===== src/rtl/uart_rx.sv =====
// 8N1 UART receiver, LSB first, idle-high line, oversampled by a shared baud tick.
// Delivers each good byte with a one-cycle strobe and flags frames whose stop bit is low.
module uart_rx #(
  parameter int OVERSAMPLE = 8
) (
  input  logic       clk,
  input  logic       rst,
  input  logic       baud_tick,
  input  logic       rx,
  output logic [7:0] o_rx_data,
  output logic       o_rx_done,
  output logic       o_rx_busy,
  output logic       o_frame_err,
  output logic [1:0] dbg_state
);

  localparam int TW = (OVERSAMPLE > 2) ? $clog2(OVERSAMPLE) : 1;
  localparam logic [TW-1:0] HALF_LAST = TW'(OVERSAMPLE / 2 - 1);
  localparam logic [TW-1:0] BIT_LAST  = TW'(OVERSAMPLE - 1);

  typedef enum logic [1:0] {
    IDLE  = 2'd0,
    START = 2'd1,
    DATA  = 2'd2,
    STOP  = 2'd3
  } state_t;

  state_t          state;
  state_t          state_nxt;
  logic            rx_meta;
  logic            rx_s;
  logic            rx_prev;
  logic [TW-1:0]   tick_cnt;
  logic [2:0]      bit_cnt;
  logic [7:0]      shift_reg;
  logic            fall_edge;
  logic            half_hit;
  logic            full_hit;
  logic            stop_good;
  logic            stop_bad;

  assign fall_edge = rx_prev & ~rx_s;
  assign half_hit  = baud_tick && (tick_cnt == HALF_LAST);
  assign full_hit  = baud_tick && (tick_cnt == BIT_LAST);

  // Handshake: o_rx_done is a one-cycle valid strobe with no ready; o_rx_data is
  // valid in that cycle and held until the next good frame overwrites it.
  always_ff @(posedge clk) begin
    if (!rst) begin
      rx_meta     <= 1'b1;
      rx_s        <= 1'b1;
      rx_prev     <= 1'b1;
      state       <= IDLE;
      tick_cnt    <= '0;
      bit_cnt     <= 3'd0;
      shift_reg   <= 8'h00;
      o_rx_data   <= 8'h00;
      o_rx_done   <= 1'b0;
      o_frame_err <= 1'b0;
    end else begin
      rx_meta   <= rx;
      rx_s      <= rx_meta;
      rx_prev   <= rx_s;
      state     <= state_nxt;
      o_rx_done <= stop_good;
      if (stop_good) begin
        o_rx_data   <= shift_reg;
        o_frame_err <= 1'b0;
      end
      if (stop_bad) begin
        o_frame_err <= 1'b1;
      end
      case (state)
        IDLE: begin
          tick_cnt <= '0;
          bit_cnt  <= 3'd0;
        end
        START: begin
          if (half_hit) begin
            tick_cnt <= '0;
            bit_cnt  <= 3'd0;
          end else if (baud_tick) begin
            tick_cnt <= tick_cnt + TW'(1);
          end
        end
        DATA: begin
          if (full_hit) begin
            shift_reg <= {rx_s, shift_reg[7:1]};
            tick_cnt  <= '0;
            bit_cnt   <= bit_cnt + 3'd1;
          end else if (baud_tick) begin
            tick_cnt <= tick_cnt + TW'(1);
          end
        end
        STOP: begin
          if (full_hit) begin
            tick_cnt <= '0;
          end else if (baud_tick) begin
            tick_cnt <= tick_cnt + TW'(1);
          end
        end
        default: begin
          tick_cnt <= '0;
        end
      endcase
    end
  end

  // Edges seen outside IDLE are ignored; a held-low line never re-arms the start.
  always_comb begin
    state_nxt = state;
    case (state)
      IDLE:    if (fall_edge) state_nxt = START;
      START:   if (half_hit) state_nxt = rx_s ? IDLE : DATA;
      DATA:    if (full_hit && (bit_cnt == 3'd7)) state_nxt = STOP;
      STOP:    if (full_hit) state_nxt = IDLE;
      default: state_nxt = IDLE;
    endcase
  end

  always_comb begin
    o_rx_busy = (state != IDLE);
    dbg_state = state;
    stop_good = (state == STOP) && full_hit && rx_s;
    stop_bad  = (state == STOP) && full_hit && !rx_s;
  end

endmodule


===== config.mk =====
export PLATFORM = sky130hd
export DESIGN_NAME = uart_rx
export DESIGN_NICKNAME = d
export VERILOG_FILES = /design/src/rtl/uart_rx.sv
export SDC_FILE = /design/constraint.sdc
export NUM_CORES = 1
export LEC_CHECK = 0
export CORE_UTILIZATION = 56
export DETAILED_ROUTE_END_ITERATION = 6
export GPL_ROUTABILITY_DRIVEN = 0
export PLACE_DENSITY = 0.78
export SYNTH_ARGS = -nofsm -noshare
export SYNTH_HDL_FRONTEND = slang
export SYNTH_SLANG_ARGS = --single-unit

===== constraint.sdc =====
create_clock -name clk -period 5.4 [get_ports clk]
set_clock_uncertainty 0.15 [all_clocks]
set_input_delay 1.62 -clock clk [delete_from_list [all_inputs] [get_ports clk]]
set_output_delay 1.62 -clock clk [all_outputs]
set_load 0.01 [all_outputs]

=== Yosys cells after proc, flatten, opt, wreduce, memory -nomap -nowiden ===
Index checks and enable logic that the tools add are counted.
Widths: inputs -> output; s select.

* Add/subtract/negate cells: 2
* Eq/ne operators: 11
* Mux-type cells: 15
* Bitwise gates (word level): 2
* Reduce and logical (&&, ||, !) cells: 15

{| class="wikitable"
|+ Operators with widths
! operator !! count
|-
| $pmux 3 s3 || 2
|-
| $mux 3 || 5
|-
| $mux 2 || 5
|-
| $ne 2x2->1 const B || 5
|-
| $pmux 2 s4 || 1
|-
| $add 3x1->3 const B || 2
|-
| $eq 3x3->1 const B || 2
|-
| $logic_and 1x1->1 || 6
|-
| $eq 2x2->1 const B || 2
|-
| $reduce_and 4->1 || 1
|-
| $reduce_bool 2->1 || 2
|-
| $eq 3x2->1 const B || 1
|-
| $reduce_and 3->1 || 1
|-
| $reduce_bool 3->1 || 1
|-
| $eq 2x1->1 const B || 1
|-
| $logic_not 2->1 || 1
|-
| $mux 1 || 2
|-
| $reduce_and 2->1 || 1
|-
| $reduce_or 2->1 || 1
|-
| $and 1x1->1 || 1
|-
| $logic_not 1->1 || 1
|-
| $not 1->1 || 1
|}

* Flip-flop bits (word level): 29
* Input bits: 4
* Output and inout bits: 13
* Word-level logic and storage cells: 55

=== Logic depth before layout (Yosys ltp) ===
Gate-level depths: netlist of run 1.

* Depth in word-level cells: 6
* Gate-level depth with buffers: 7
* Depth with buffers taken out: 5

=== Worst setup path before layout of run 1 ===
OpenSTA, ideal clock, no wires.

* Path type: flip-flop to output port
* Start: reg with a tool-made name
* End: out o_rx_busy
* Arrival time: 0.838 ns
* Data required time: 3.630 ns
* Setup slack: 2.792 ns
* Cell stages (with the launch flop): 3
* Path buffers: 1
* Path through: dfxtp_1 buf_2 or2_2

{| class="wikitable"
|+ RTL lines
! element !! RTL line !! source
|-
| end: declaration || 12 || <nowiki>output logic o_rx_busy,</nowiki>
|}

==> metrics.txt, run 1 <==
# TYPE chip_impl_metric gauge
chip_impl_info{name="result_of_the_run",value="finished, final reports clean"} 1
chip_impl_info{name="worst_setup_path_start_kind",value="flop"} 1
chip_impl_metric{name="synth_async_sr_flop_share",unit=""} 0
chip_impl_metric{name="seq_area_frac_synth",unit=""} 0.497
chip_impl_metric{name="floorplan.rows",unit=""} 16
chip_impl_metric{name="detail_route.wirelength",unit="mm"} 2.09
chip_impl_metric{name="grt_overflow_total",unit=""} 0
chip_impl_metric{name="post_synth_fa_ha_maj_area_fraction",unit=""} 0.0536
chip_impl_metric{name="antenna_cells",unit=""} 0
chip_impl_metric{name="post_route_cells_drive_above_1_share",unit=""} 0.0902
chip_impl_metric{name="htree_levels",unit=""} 2
chip_impl_metric{name="power.density",unit="nW/um^2"} 299
chip_impl_metric{name="postSynthCellCount",unit=""} 117
chip_impl_metric{name="combinationalPowerShare",unit=""} 0.036
chip_impl_metric{name="p_clk_frac",unit=""} 0.444
chip_impl_metric{name="syn-num-nets",unit=""} 126
chip_impl_metric{name="clock_tree.buffer_depth",unit=""} 2
chip_impl_metric{name="sw_frac_of_total",unit=""} 0.199
chip_impl_metric{name="final-instance-count-excl-fill",unit=""} 160
chip_impl_metric{name="detailedRoute.firstIterationViolations",unit=""} 19
chip_impl_info{name="worst_hold_path_type",value="reg -> reg"} 1
chip_impl_metric{name="synth_simple_gate_area_share",unit=""} 0.181
chip_impl_metric{name="die-height",unit="um"} 47.7
chip_impl_metric{name="place_area",unit="sq um"} 1310
chip_impl_metric{name="groute.layer.met3.usage",unit=""} 0.0943
chip_impl_metric{name="postCtsSetupBuffers",unit=""} 0
chip_impl_info{name="root_buffer",value="clkbuf_4"} 1
chip_impl_metric{name="synth_compound_gate_area_share",unit=""} 0.193
chip_impl_metric{name="power.internal",unit="uW"} 334
chip_impl_metric{name="clk-insertion-delay-late",unit="ns"} 0.32
chip_impl_metric{name="finalCoreUtilization",unit=""} 0.710
chip_impl_metric{name="synth_top_area_frac",unit=""} 0.497
chip_impl_metric{name="finalMaxSlewViolations",unit=""} 0
chip_impl_info{name="grt_most_used_layer",value="met2"} 1
chip_impl_metric{name="areaGrowthSynthToFinish",unit="%"} 19.3
chip_impl_metric{name="drtAntennaViolNets",unit=""} 0
chip_impl_metric{name="setup_viol_count_final",unit=""} 0
chip_impl_metric{name="final_design_area_no_fill",unit="sq um"} 1390
chip_impl_info{name="yosysTopAreaCell",value="dfxtp_1"} 1
chip_impl_metric{name="dpl.cell_count",unit=""} 152
chip_impl_metric{name="first_global_vias",unit=""} 742
chip_impl_metric{name="layout_min_cycle_time",unit="ns"} 3.38
chip_impl_metric{name="cts.hold.buffers_added",unit=""} 0
chip_impl_metric{name="io_buffer_count",unit=""} 16
chip_impl_metric{name="vias",unit=""} 866
chip_impl_metric{name="syn_area_per_cell",unit="sq um"} 9.98
chip_impl_metric{name="cts.sinks",unit=""} 29
chip_impl_info{name="crit_path_end_kind",value="primary output"} 1
chip_impl_info{name="synth_area_leaders",value="dfxtp_1 (50%), nand2_1 (7.1%), a22o_1 (6.8%)"} 1
chip_impl_metric{name="synth.cell_area",unit="sq um"} 1170
chip_impl_info{name="ys_dominant_reg_cell",value="dfxtp_1"} 1
chip_impl_metric{name="per_cell_routed_wire_length",unit="um"} 13.1
chip_impl_metric{name="groute.usage.overall",unit=""} 0.210
chip_impl_metric{name="power.leakage",unit="uW"} 0.000512
chip_impl_metric{name="clk_pin_slew_worst_paths",unit="ns"} 0.09
chip_impl_info{name="critical_path_class",value="reg -> out"} 1
chip_impl_metric{name="start_util",unit=""} 0.595
chip_impl_metric{name="switching_power",unit="uW"} 83.1
chip_impl_metric{name="final-hold-violation-count",unit=""} 0
chip_impl_metric{name="maxCapViolCount",unit=""} 0
chip_impl_metric{name="dpl.hpwl",unit="mm"} 1.41
chip_impl_metric{name="design.die.area",unit="sq um"} 2270
chip_impl_metric{name="synth_xor_xnor_area_share",unit=""} 0.00750
chip_impl_metric{name="initial_antenna_violation_count",unit=""} 0
chip_impl_metric{name="yosysUniqueCellTypes",unit=""} 35
chip_impl_metric{name="timing.final.crit_share",unit=""} 0.626
chip_impl_metric{name="synth.ff_latch_count",unit=""} 29
chip_impl_info{name="clock_tree_from_tritoncts",value="built"} 1
chip_impl_metric{name="critical_path_peak_fanout",unit=""} 14
chip_impl_metric{name="worst_ep_required_time",unit="ns"} 3.63
chip_impl_metric{name="muxShareOfSynthArea",unit=""} 0.0182
chip_impl_metric{name="global_route.usage.met1",unit=""} 0.254
chip_impl_metric{name="total_negative_setup_slack",unit="ns"} 0
chip_impl_metric{name="cp.arrival",unit="ns"} 1.61
chip_impl_metric{name="worst_pin_slew",unit="ns"} 0.615
chip_impl_info{name="dominant_combinational_cell_family_by_area_after_synthesis",value="compound AO/OA/AOI/OAI gates"} 1
chip_impl_metric{name="nets",unit=""} 141
chip_impl_metric{name="use_met2",unit=""} 0.329
chip_impl_metric{name="slew_headroom",unit=""} 0.589
chip_impl_metric{name="synth.yosys.warnings",unit=""} 0
chip_impl_metric{name="chipWidth",unit="um"} 47.7
chip_impl_metric{name="layout.filler_cells",unit=""} 167
chip_impl_metric{name="design.portCount",unit=""} 17
chip_impl_metric{name="drt_drc_violations_left",unit=""} 0
chip_impl_metric{name="grt_max_degree",unit=""} 22
chip_impl_metric{name="finalWorstSetupSlack",unit="ns"} 2.02
chip_impl_metric{name="post_cts.resized_instances",unit=""} 0
chip_impl_metric{name="number_of_enable_flip_flop_cells_after_synthesis",unit=""} 0
chip_impl_metric{name="viasPerCell",unit=""} 5.41
chip_impl_metric{name="detailedPlace.worstSlack",unit="ns"} 2.01
chip_impl_metric{name="core_area",unit="sq um"} 1960
chip_impl_metric{name="clock.fmax",unit="GHz"} 0.296
chip_impl_info{name="unrepaired_setup_endpoints_after_global_routing",value="no"} 1
chip_impl_metric{name="drt_pass1_iterations",unit=""} 6
chip_impl_metric{name="tritoncts.num_buffers",unit=""} 5
chip_impl_metric{name="max-vdd-ir-drop",unit="mV"} 0.168
chip_impl_metric{name="grt_pass1_wl",unit="mm"} 3.20
chip_impl_metric{name="seq_power_share",unit=""} 0.521
critical path: stages (launching register included):
cell             delay [ns]
dfxtp_1                0.59
or2_2                  0.19
clkdlybuf4s50_1        0.52
power groups by stage:
stage,Clock [uW],Combinational [uW],Sequential (uW)
2_1_floorplan,0,10.5,221
3_3_place_gp,0,14.4,222
3_5_place_dp,0,14.8,222
4_1_cts,189,14.8,217
5_1_grt,198,16.4,218
6_report,185,14.8,217
layout make-up:
| type | count | area (sq um) | area share |
|---|---|---|---|
| clock buffer | 7 | 55.1 | 0.0395 |
| timing repair buffer | 16 | 160 | 0.115 |
| tap | 27 | 33.8 | 0.0243 |
| clock inverter | 1 | 30.0 | 0.0216 |
| sequential | 29 | 581 | 0.417 |
| multi-input combinational | 79 | 529 | 0.380 |
| inverter | 1 | 3.75 | 0.00270 |
per-stage QoR:
step	hold WS (ns)	power, uW
floorplan	0.236	232
global placement	0.243	236
detailed placement	0.248	237
CTS	0.271	421
global route	0.287	432
finish	0.269	417
cell usage in the layout (no fill, tap or decap), drive strengths merged:
master	count
a211oi	1
a21boi	10
a21oi	1
a22o	9
a32o	1
a32oi	1
and3	1
and4	1
and4b	1
bufinv	1
clkbuf	7
clkdlybuf4s50	16
dfxtp	29
ha	5
inv	1
mux2	1
mux2i	1
nand2	22
nand2b	4
nand3	4
nand3b	1
nand4b	1
nor2	4
nor2b	1
nor3b	1
o211ai	1
o21a	1
o21ai	3
o22ai	1
or2	1
xnor2	1
synthesized netlist by cell type, drive strengths merged, types with 2 or more instances:
master   n
a21boi  10
buf      6
nand3    4
ha       5
dfxtp   29
nor2     4
nand2b   4
nand2   22
o21ai    3
clkbuf   2
a22o     9
metal layers:
layer | part of all wire | up-vias
met4 | 0.015 | 0
met2 | 0.46 | 18
met5 | 0 | -
met1 | 0.48 | 401
li1 | - | 443
met3 | 0.049 | 4
cells by family (layout without fill, tap and decap cells):
logic type	count (synthesis)	after routing
adder cells (fa/ha/maj)	5	5
AND/OR/NAND/NOR	42	42
flip-flops	29	29
AO/OA/AOI/OAI	29	29
multiplexers	2	2
XOR/XNOR	1	1
buffers and inverters	9	25
worst paths after layout:
check | from | end | slack (ns) | cells past startpoint
worst max-delay path | flop | o_rx_busy | 2.02 | 2
worst min-delay path | rx_meta$_SDFF_PN1_ | rx_s$_SDFF_PN1_ | 0.27 | 1
worst max register to register | tick_cnt[0]$_SDFF_PN0_ | o_rx_data[2]$_SDFFE_PN0P_ | 3.58 | 5
worst min register to register | rx_meta$_SDFF_PN1_ | rx_s$_SDFF_PN1_ | 0.27 | 1
Power figures use the tool's default switching activity.
==> run 2, diff against run 1 <==
Settings changed: CORE_UTILIZATION 56 to 52, PLACE_DENSITY 0.78 to 0.73.
Clock period 5.4 ns to 3.13 ns, I/O delays scaled along.
==> run 2 against run 1 <==
  * Clock power up 12%
  * Global-route usage fell by 1.8 points
  * Register-to-register slack worse by 2.3 ns
  * Combinational power increased by 80%
  * Critical endpoint unchanged
  * Wire length down 4.1%
  * Non-clock buffer count is 1 higher
  * Highest routed layer unchanged
  * Worst setup slack worse by 1.6 ns
  * Largest power group unchanged
  * Final cell count rose by 0.63%
  * Die area rose by 7.4%
  * Sequential cell count unchanged
  * Sequential power rose by 73%
==> metrics.txt, run 2 (synthesized netlist as in run 1, its figures left out) <==
# TYPE chip_impl_metric gauge
chip_impl_metric{name="cts.hold.buffers_added",unit=""} 0
chip_impl_metric{name="cts.sinks",unit=""} 29
chip_impl_metric{name="total_negative_setup_slack",unit="ns"} 0
chip_impl_info{name="final_common_cell",value="dfxtp_1"} 1
chip_impl_metric{name="clk-insertion-delay-late",unit="ns"} 0.32
chip_impl_metric{name="drt_drc_violations_left",unit=""} 0
chip_impl_metric{name="final-hold-violation-count",unit=""} 0
chip_impl_metric{name="layout_min_cycle_time",unit="ns"} 2.69
chip_impl_metric{name="areaGrowthSynthToFinish",unit="%"} 17.0
chip_impl_metric{name="grt_overflow_total",unit=""} 0
chip_impl_metric{name="die-height",unit="um"} 49.4
chip_impl_metric{name="clock.fmax",unit="GHz"} 0.371
chip_impl_metric{name="slew_headroom",unit=""} 0.679
chip_impl_metric{name="final-instance-count-excl-fill",unit=""} 161
chip_impl_metric{name="critical_path_peak_fanout",unit=""} 14
chip_impl_info{name="crit_path_end_kind",value="primary output"} 1
chip_impl_metric{name="tritoncts.num_buffers",unit=""} 5
chip_impl_metric{name="post_cts.resized_instances",unit=""} 0
chip_impl_metric{name="chipWidth",unit="um"} 49.4
chip_impl_metric{name="place_area",unit="sq um"} 1320
chip_impl_metric{name="viasPerCell",unit=""} 5.45
chip_impl_metric{name="dpl.cell_count",unit=""} 153
chip_impl_info{name="unrepaired_setup_endpoints_after_global_routing",value="no"} 1
chip_impl_metric{name="grt_max_degree",unit=""} 15
chip_impl_metric{name="worst_ep_required_time",unit="ns"} 2.04
chip_impl_metric{name="postCtsSetupBuffers",unit=""} 0
chip_impl_info{name="result_of_the_run",value="finished, final reports clean"} 1
chip_impl_metric{name="start_util",unit=""} 0.572
chip_impl_metric{name="design.die.area",unit="sq um"} 2440
chip_impl_info{name="clock_tree_from_tritoncts",value="built"} 1
chip_impl_metric{name="final_design_area_no_fill",unit="sq um"} 1370
chip_impl_metric{name="detail_route.wirelength",unit="mm"} 2.00
chip_impl_metric{name="htree_levels",unit=""} 2
chip_impl_metric{name="initial_antenna_violation_count",unit=""} 0
chip_impl_metric{name="power.density",unit="nW/um^2"} 446
chip_impl_metric{name="groute.usage.overall",unit=""} 0.193
chip_impl_metric{name="drtAntennaViolNets",unit=""} 0
chip_impl_metric{name="core_area",unit="sq um"} 2040
chip_impl_metric{name="post_route_cells_drive_above_1_share",unit=""} 0.0970
chip_impl_metric{name="setup_viol_count_final",unit=""} 0
chip_impl_metric{name="worst_pin_slew",unit="ns"} 0.480
chip_impl_metric{name="detailedRoute.firstIterationViolations",unit=""} 19
chip_impl_metric{name="dpl.hpwl",unit="mm"} 1.38
chip_impl_metric{name="max-vdd-ir-drop",unit="mV"} 0.411
chip_impl_info{name="critical_path_class",value="reg -> out"} 1
chip_impl_metric{name="clock_tree.buffer_depth",unit=""} 2
chip_impl_metric{name="clk_pin_slew_worst_paths",unit="ns"} 0.08
chip_impl_info{name="root_buffer",value="clkbuf_4"} 1
chip_impl_metric{name="floorplan.rows",unit=""} 16
chip_impl_metric{name="grt_pass1_wl",unit="mm"} 3.45
chip_impl_metric{name="fin_hold_ws",unit="ns"} 0.279
chip_impl_metric{name="cp.arrival",unit="ns"} 1.61
chip_impl_metric{name="r2r_slack",unit="ns"} 1.31
chip_impl_info{name="worst_setup_path_start_kind",value="flop"} 1
chip_impl_metric{name="nets",unit=""} 142
chip_impl_metric{name="first_global_vias",unit=""} 798
chip_impl_metric{name="finalMaxSlewViolations",unit=""} 0
chip_impl_metric{name="vias",unit=""} 877
chip_impl_metric{name="per_cell_routed_wire_length",unit="um"} 12.4
chip_impl_metric{name="layout.filler_cells",unit=""} 181
chip_impl_info{name="worst_hold_path_type",value="reg -> reg"} 1
chip_impl_metric{name="io_buffer_count",unit=""} 16
chip_impl_metric{name="design.portCount",unit=""} 17
chip_impl_metric{name="timing.final.crit_share",unit=""} 0.861
chip_impl_metric{name="antenna_cells",unit=""} 0
chip_impl_info{name="top_library_cells_by_usage_in_the_layout_fill_and_taps_aside",value="dfxtp_1 (29), nand2_1 (22), clkdlybuf4s50_1 (16), a22o_1 (9), a21boi_1 (7)"} 1
chip_impl_metric{name="maxCapViolCount",unit=""} 0
chip_impl_metric{name="drt_pass1_iterations",unit=""} 4
chip_impl_metric{name="power.leakage",unit="uW"} 0.000503
[run 2: changes by cell type in the layout (fill, tap and decap cells not counted), sizes merged]
cell / delta
bufinv: -1
buf: +1
clkinv: +2
clkbuf: -1
[run 2: where the power goes]
group          switching (uW)  internal (uW)  total, uW
combinational            12.5           14.1       26.6
clock                     123           85.4        208
sequential               3.49            371        375
[run 2: path summary, 6_finish.rpt]
kind | start | end | cells after the start
hold reg to reg | rx_meta$_SDFF_PN1_ | rx_s$_SDFF_PN1_ | 1
setup / recovery | flop | o_rx_busy | 2
setup reg to reg | tick_cnt[0]$_SDFF_PN0_ | o_rx_data[1]$_SDFFE_PN0P_ | 5
hold / removal | rx_meta$_SDFF_PN1_ | rx_s$_SDFF_PN1_ | 1
[run 2: cell type report]
type / instances / area, sq um / share of cell area
Tap cell: 27 / 33.8 / 0.0247
Clock inverter: 2 / 10.0 / 0.00733
Multi-Input combinational cell: 79 / 529 / 0.387
Timing Repair Buffer: 17 / 168 / 0.123
Inverter: 1 / 3.75 / 0.00275
Sequential cell: 29 / 581 / 0.425
Clock buffer: 6 / 41.3 / 0.0302
[run 2: routing by layer]
layer | up-vias | share of wire | wire (um) | GRT usage
met5 | - | 0 | 0 | 0
met4 | 0 | 0.018 | 37 | 0.114
met3 | 5 | 0.045 | 91 | 0.0654
met2 | 22 | 0.44 | 879 | 0.279
met1 | 408 | 0.50 | 995 | 0.247
li1 | 442 | - | - | -
[run 2: worst max-delay path, cell delays in order (launching register included)]
cell	delay [ns]
dfxtp_1	0.58
or2_2	0.19
clkdlybuf4s50_1	0.53
[run 2: stage by stage]
stage | setup WS (ns) | utilization | power, uW
6_report | 0.436 | 0.669 | 610
5_1_grt | 0.370 | 0.669 | 635
4_1_cts | 0.444 | 0.669 | 617
3_5_place_dp | 0.404 | 0.644 | 410
3_3_place_gp | 0.492 | 0.644 | 409
2_1_floorplan | 1.20 | - | 400
